File: src/rtl/mux_16x1_rr_arbiter.sv
// Round-robin arbiter that owns the select of a 16:1 mux. It holds each grant until release and
// leaves one dead cycle between owners. The optional forced release is enabled by MUX_ARB_TIMEOUT_EN.
module mux_16x1_rr_arbiter #(
  parameter int N_REQ    = 16,
  parameter int SEL_W    = 4,
  parameter int MAX_HOLD = 15
) (
  input  logic             clk_i,
  input  logic             rst_i,
  input  logic [N_REQ-1:0] req_i,
  input  logic             done_i,
  output logic [SEL_W-1:0] sel_o,
  output logic [N_REQ-1:0] gnt_o,
  output logic             busy_o,
  output logic             timeout_o
);

  typedef enum logic [1:0] {
    S_IDLE  = 2'd0,
    S_GRANT = 2'd1,
    S_GAP   = 2'd2
  } state_t;

  state_t             state_q;
  logic [SEL_W-1:0]   ptr_q;
  logic [SEL_W-1:0]   sel_q;
  logic [N_REQ-1:0]   gnt_q;
  logic               busy_q;

  logic               win_valid;
  logic [SEL_W-1:0]   win_idx;
  logic [SEL_W-1:0]   cand;
  logic               release_c;
  logic               timeout_c;

  // Rotating priority search: candidates start just after the last owner and wrap modulo N_REQ.
  always_comb begin
    win_valid = 1'b0;
    win_idx   = ptr_q;
    cand      = '0;
    for (int k = 1; k <= N_REQ; k++) begin
      cand = ptr_q + SEL_W'(k);
      if (!win_valid && req_i[cand]) begin
        win_valid = 1'b1;
        win_idx   = cand;
      end
    end
  end

  assign release_c = done_i | ~req_i[ptr_q];

`ifdef MUX_ARB_TIMEOUT_EN
  logic [7:0] hold_q;
  logic       to_q;

  // The edge on which the counter would reach MAX_HOLD forces the release; a normal release wins.
  assign timeout_c = (hold_q == 8'(MAX_HOLD - 1)) && !release_c;
  assign timeout_o = to_q;

  always_ff @(posedge clk_i) begin
    if (rst_i) begin
      hold_q <= '0;
      to_q   <= 1'b0;
    end else begin
      to_q <= 1'b0;
      case (state_q)
        S_IDLE:  hold_q <= '0;
        S_GRANT: begin
          if (release_c || timeout_c) begin
            hold_q <= '0;
            to_q   <= timeout_c;
          end else begin
            hold_q <= hold_q + 8'd1;
          end
        end
        default: hold_q <= '0;
      endcase
    end
  end
`else
  assign timeout_c = 1'b0;
  assign timeout_o = 1'b0;
`endif

  always_ff @(posedge clk_i) begin
    if (rst_i) begin
      state_q <= S_IDLE;
      ptr_q   <= {SEL_W{1'b1}};
      sel_q   <= '0;
      gnt_q   <= '0;
      busy_q  <= 1'b0;
    end else begin
      case (state_q)
        S_IDLE: begin
          if (win_valid) begin
            state_q <= S_GRANT;
            ptr_q   <= win_idx;
            sel_q   <= win_idx;
            gnt_q   <= {{(N_REQ-1){1'b0}}, 1'b1} << win_idx;
            busy_q  <= 1'b1;
          end
        end
        S_GRANT: begin
          if (release_c || timeout_c) begin
            state_q <= S_GAP;
            gnt_q   <= '0;
          end
        end
        S_GAP: begin
          state_q <= S_IDLE;
          busy_q  <= 1'b0;
        end
        default: begin
          state_q <= S_IDLE;
          gnt_q   <= '0;
          busy_q  <= 1'b0;
        end
      endcase
    end
  end

  assign sel_o  = sel_q;
  assign gnt_o  = gnt_q;
  assign busy_o = busy_q;

endmodule

File: config.mk
export PLATFORM = sky130hd
export DESIGN_NAME = mux_16x1_rr_arbiter
export DESIGN_NICKNAME = d
export VERILOG_FILES = /design/src/rtl/mux_16x1_rr_arbiter.sv
export SDC_FILE = /design/constraint.sdc
export NUM_CORES = 1
export LEC_CHECK = 0
export ABC_AREA = 1
export BUFFER_PORTS_ARGS = -buffer_cell sky130_fd_sc_hd__buf_2
export CAP_MARGIN = 20
export CELL_PAD_IN_SITES_DETAIL_PLACEMENT = 1
export CELL_PAD_IN_SITES_GLOBAL_PLACEMENT = 1
export CORE_UTILIZATION = 36
export CTS_CLUSTER_DIAMETER = 120
export DETAILED_ROUTE_END_ITERATION = 16
export PLACE_DENSITY = 0.87
export SLEW_MARGIN = 0
export SYNTH_ARGS = -nofsm -noshare
export SYNTH_HDL_FRONTEND = slang
export SYNTH_SLANG_ARGS = --single-unit
File: constraint.sdc
create_clock -name clk_i -period 3.2 [get_ports clk_i]
set_input_delay 0.64 -clock clk_i [delete_from_list [all_inputs] [get_ports clk_i]]
set_output_delay 0.64 -clock clk_i [all_outputs]
set_load 0.02 [all_outputs]
# Word level (Yosys, flattened, before mapping)

Cells that the tools add are included.

Equality and inequality tests: 4
Muxes and demuxes: 72
Bitwise operators: 4
Reductions and logical operators: 35
Order comparisons: 16
$add $sub $neg: 15
Shift-type cells: 1

Operator list:

| operator                                                   | number |
|---|---|
| less-than comparator 4 x 5 -> 1 bit, second input constant | 16 |
| binary-select mux 1 bit (select 4 bit)                     | 16 |
| two-way mux 4 bit                                          | 16 |
| case mux 16 bit (3 select lines)                           | 1 |
| two-way mux 1 bit                                          | 33 |
| adder 4 bit, second input constant                         | 8 |
| two-way mux 16 bit                                         | 2 |
| adder 4 x 3 -> 4 bit, second input constant                | 4 |
| left shift 1 x 4 -> 16 bit, first input constant           | 1 |
| logical AND 1 bit                                          | 15 |
| logical NOT 1 bit                                          | 15 |
| adder 4 x 2 -> 4 bit, second input constant                | 2 |
| AND reduction 2 bit                                        | 3 |
| adder 4 x 1 -> 4 bit, second input constant                | 1 |
| two-way mux 2 bit                                          | 2 |
| inequality test 2 bit, second input constant               | 2 |
| case mux 2 bit (2 select lines)                            | 1 |
| inverter 1 bit                                             | 3 |
| AND reduction 3 bit                                        | 1 |
| equality test 2 x 1 -> 1 bit, second input constant        | 1 |
| equality test 2 bit, second input constant                 | 1 |
| logical NOT 2 bit                                          | 1 |
| case mux 1 bit (2 select lines)                            | 1 |
| bitwise OR 1 bit                                           | 1 |

Bits of input ports: 19
Word-level logic and storage cells: 152
Output and inout bits: 22
Flip-flop bits (word level): 27

# Depth between registers and ports, before layout

Depth in word-level cells: 52
Mapped depth: 33
Depth with buffers taken out: 30

# Worst setup path before layout

No wires, ideal clock.

Path type: reg2reg
Start point: register ptr_q[1]
End point: register gnt_q[10] (netlist: gnt_o[10])
Slack: -0.303 ns
Setup time: 0.132 ns
Data required time: 3.068 ns
Clock period less this slack: 3.503 ns
Cell stages (with the launch flop): 25
Path buffers: 2
Data arrival time: 3.371 ns
Cell sequence: dfxtp_1 > buf_2 > inv_1 > buf_2 > ha_1 > clkinv_1 > nand3_1 > nand3_1 > nand2_1 > nand2_2 > nand2_4 > nor2_4 > nand4_2 > nor2_4 > nand4_2 > nor2_4 > nand4_2 > inv_2 > nand4_1 > nand2_2 > inv_1 > nand3_1 > inv_2 > nand3_1 > a21oi_1

Longest elaborated chain between the ends: 52
Elaborated cells between the ends (all ways): 117
Classes of those cells: add/sub (15); eq/ne (2); shift (1); mux (66); bitwise (2); reduce/logical (31)

RTL lines:

| item                                    | line | RTL |
|---|---|---|
| start, declared                         | 25   | `logic [SEL_W-1:0] ptr_q;` |
| start signal, assigned                  | 88   | `ptr_q <= {SEL_W{1'b1}};` |
| start signal, assigned                  | 97   | `ptr_q <= win_idx;` |
| adder 4 x 1 -> 4 bit                    | 42   | `cand = ptr_q + SEL_W'(k);` |
| binary-select mux 1 bit (select 4 bit)  | 43   | `if (!win_valid && req_i[cand]) begin` |
| two-way mux 1 bit (not written as such) | 43   |  |
| two-way mux 1 bit                       | 43   |  |
| logical NOT 1 bit                       | 43   |  |
| logical AND 1 bit                       | 43   |  |
| two-way mux 1 bit                       | 43   |  |
| logical NOT 1 bit                       | 43   |  |
| (+36 left out)                          | -    |  |
| logical AND 1 bit                       | 43   |  |
| two-way mux 1 bit                       | 43   |  |
| logical NOT 1 bit                       | 43   |  |
| logical AND 1 bit                       | 43   |  |
| two-way mux 4 bit                       | 43   |  |
| left shift 1 x 4 -> 16 bit              | 99   | `gnt_q <= {{(N_REQ-1){1'b0}}, 1'b1} << win_idx;` |
| two-way mux 16 bit                      | 95   | `if (win_valid) begin` |
| case mux 16 bit (3 select lines)        | 93   | `case (state_q)` |
| end signal, assigned                    | 99   |  |
| end, declared                           | 27   | `logic [N_REQ-1:0] gnt_q;` |

Several ways; a longest one is shown, not always the timed one. The select of a mux whose other input is x is not followed.
A chain may end at the register's enable or synchronous reset.

# Final worst setup path

Start point: register ptr_q[1]
End point: register gnt_q[12] (netlist: gnt_o[12])

The elaborated chain is that of the path after synthesis.

==> results.cfg <==
[place]
dp_hpwl_um = 10300
place_congestion = 0.942
placedCellCount = 738
portBuffers = 39

[drt]
drt_iter0_markers = 547
antenna_left = 0
detail_route.wl_per_cell_um = 25.2
num_vias = 4982
dr.pass1.iters = 5
vias_per_cell = 6.38
drc = 0
finalWirelength_um = 19700

[die]
io_pins = 41
die_h_um = 93.3
dieArea_um2 = 8710
start_util_pct = 38.1
design.core.area_um2 = 7890
die_w_um = 93.3
rows = 32

[global_routing]
grt_use_total_pct = 40.1
antenna_found_initial = 0
grt_max_degree = 25
grt_pass1_vias = 4949
grt-ovfl-total = 0
grt_pass1_wl_um = 26600

[clock_network]
cts_buffer_depth = 2
root_buffer = clkbuf_8
cts_tree = yes
clkTransAtPathRegs_ns = 0.11
cts.sinks = 27
clk_latency_ns = 0.30
cts_buffers = 3
htreeDepth = 1

[setup_path]
cp.required_ns = 3.42
cp_data_arrival_time_ns = 3.92
r2r_setup_slack_ns = -0.50
crit_path_max_fanout = 7
start_kind = register
critPathKind = register to register
critPathCaptureType = register
r2r_cells = 20

[logic_synthesis]
ys_types = 33
ys_seq_area_share_pct = 18.0
synth.avg_cell_area_um2 = 5.49
mappedNetlistArea_um2 = 3000
synth_nets = 574
synth-async-reset-ratio_pct = 0
synth_ff_type = dfxtp_1
yosysWarnings = 0
synth_edf_count = 0
synthCells = 547
yosys_register_bits = 27

[sta]
fin_ws_ns = -0.502
fin_setup_tns_ns = -10.24
skew_ns = 0.0174
fin_crit_sh_pct = 116
rsz0062_at_grt = true
fmax_mhz = 270
drv_slew = 0
worst_slew_pin_slew_ns = 0.641
report.final.setup_viol = 27
finalHoldViolations = 0
timing.slew.headroom_pct = 56.8
period_minus_slack_ns = 3.70

[cells_and_area]
syn2layout_area_growth_pct = 56.9
final_nets = 707
utilization_pct = 59.7
stdcell_count = 781
drive_gt1_share_pct = 41.4
antenna_cells = 0
final_common_cell = nand2_1
final_cell_mix = 180 x nand2_1, 89 x buf_4, 73 x nand3_1

[flow_run]
maxCapViolCount = 0

[min_path]
hp-class = register to register
holdPathStages = 2

[run_status]
outcome = finished, violations left
violations = setup timing
## cell usage after synthesis, types with 2 or more instances
cell	n	area [um^2]
nand2_1	202	758
nand3_1	107	536
inv_1	59	221
nor2_1	33	124
a21oi_1	28	140
dfxtp_1	27	541
inv_2	11	41.3
ha_1	8	100
nand2_2	8	50.1
nand4_1	8	50.1
o21ai_0	7	35.0
xor2_1	5	43.8
buf_2	4	20.0
buf_6	4	45.0
nand4_2	4	50.1
o211ai_1	4	30.0
buf_4	3	22.5
clkbuf_1	3	11.3
nor2_2	3	18.8
nor2_4	3	33.8
clkinv_1	2	7.51
nand3_2	2	20.0
xnor2_1	2	17.5
## flip-flops by register name (all words and copies together), names as in the netlist
register	flops
busy_o	1
gnt_o	16
ptr_q	4
sel_o	4
state_q	2
## worst max-delay path: stages (launching register included)
cell,delay (ns)
dfxtp_4,0.40
inv_6,0.06
ha_4,0.36
buf_6,0.18
nand3_2,0.13
nand3_2,0.15
nand3_2,0.13
nand2_4,0.15
nand4_4,0.13
nor2_4,0.19
nand4_4,0.13
nor2_4,0.24
nand4_4,0.15
inv_2,0.14
nand3_4,0.19
buf_6,0.21
a21oi_4,0.18
nand2_2,0.12
nor2_4,0.12
nand2_1,0.08
a21oi_2,0.17
## per-layer routing
layer | global-route usage (%) | vias to the layer above | wire (um)
met3 | 8.78 | 179 | 2040
met2 | 68.6 | 421 | 9140
met4 | 25.1 | 0 | 1580
li1 | - | 2010 | -
met1 | 44.8 | 2372 | 6940
met5 | 0 | - | 0
## layout make-up
type / instances / area (um^2)
well taps: 102 / 128
repair buffers: 141 / 1030
clock buffers: 3 / 41.3
inverters: 72 / 289
fillers: 1033 / 3180
flip-flops and latches: 27 / 553
clock inverters: 1 / 7.51
multi-input cells: 435 / 2660
## stage by stage
stage | area [um^2] | setup slack (ns) | hold slack, ns
final | 4710 | -0.502 | 0.482
after CTS | 4400 | -0.0373 | 0.473
after detailed placement | 3790 | -0.312 | 0.458
after global placement | 3790 | -0.0237 | 0.451
after global routing | 4710 | -0.623 | 0.496
after floorplan | 3080 | 0.00127 | 0.524
## cell families (layout without fill, tap and decap cells)
family | after synthesis | count (layout) | share of synthesized area (%)
AND/OR/NAND/NOR | 374 | 375 | 55.7
buffers and inverters | 86 | 217 | 12.3
AO/OA/AOI/OAI | 44 | 44 | 8.50
flip-flops | 27 | 27 | 18.0
adder cells (fa/ha/maj) | 8 | 8 | 3.33
XOR/XNOR | 7 | 7 | 2.04
other | 1 | 1 | 0.125
## worst paths after layout
check / from / end
max: ptr_q[1] / gnt_o[12]
min: gnt_o[1] / gnt_o[1]
max reg2reg: ptr_q[1] / gnt_o[12]
min reg2reg: gnt_o[1] / gnt_o[1]
## repair_timing
action,4_1_cts,5_1_grt
hold buffers,0,0
endpoints found under the setup margin,24,27
setup buffers,29,9
gates cloned,1,0
pin swaps,44,23
gates resized for setup,81,62
Power is left out: the tool's default activity adds up to more than one toggle a clock period on the data nets, which glitch-free logic cannot reach.
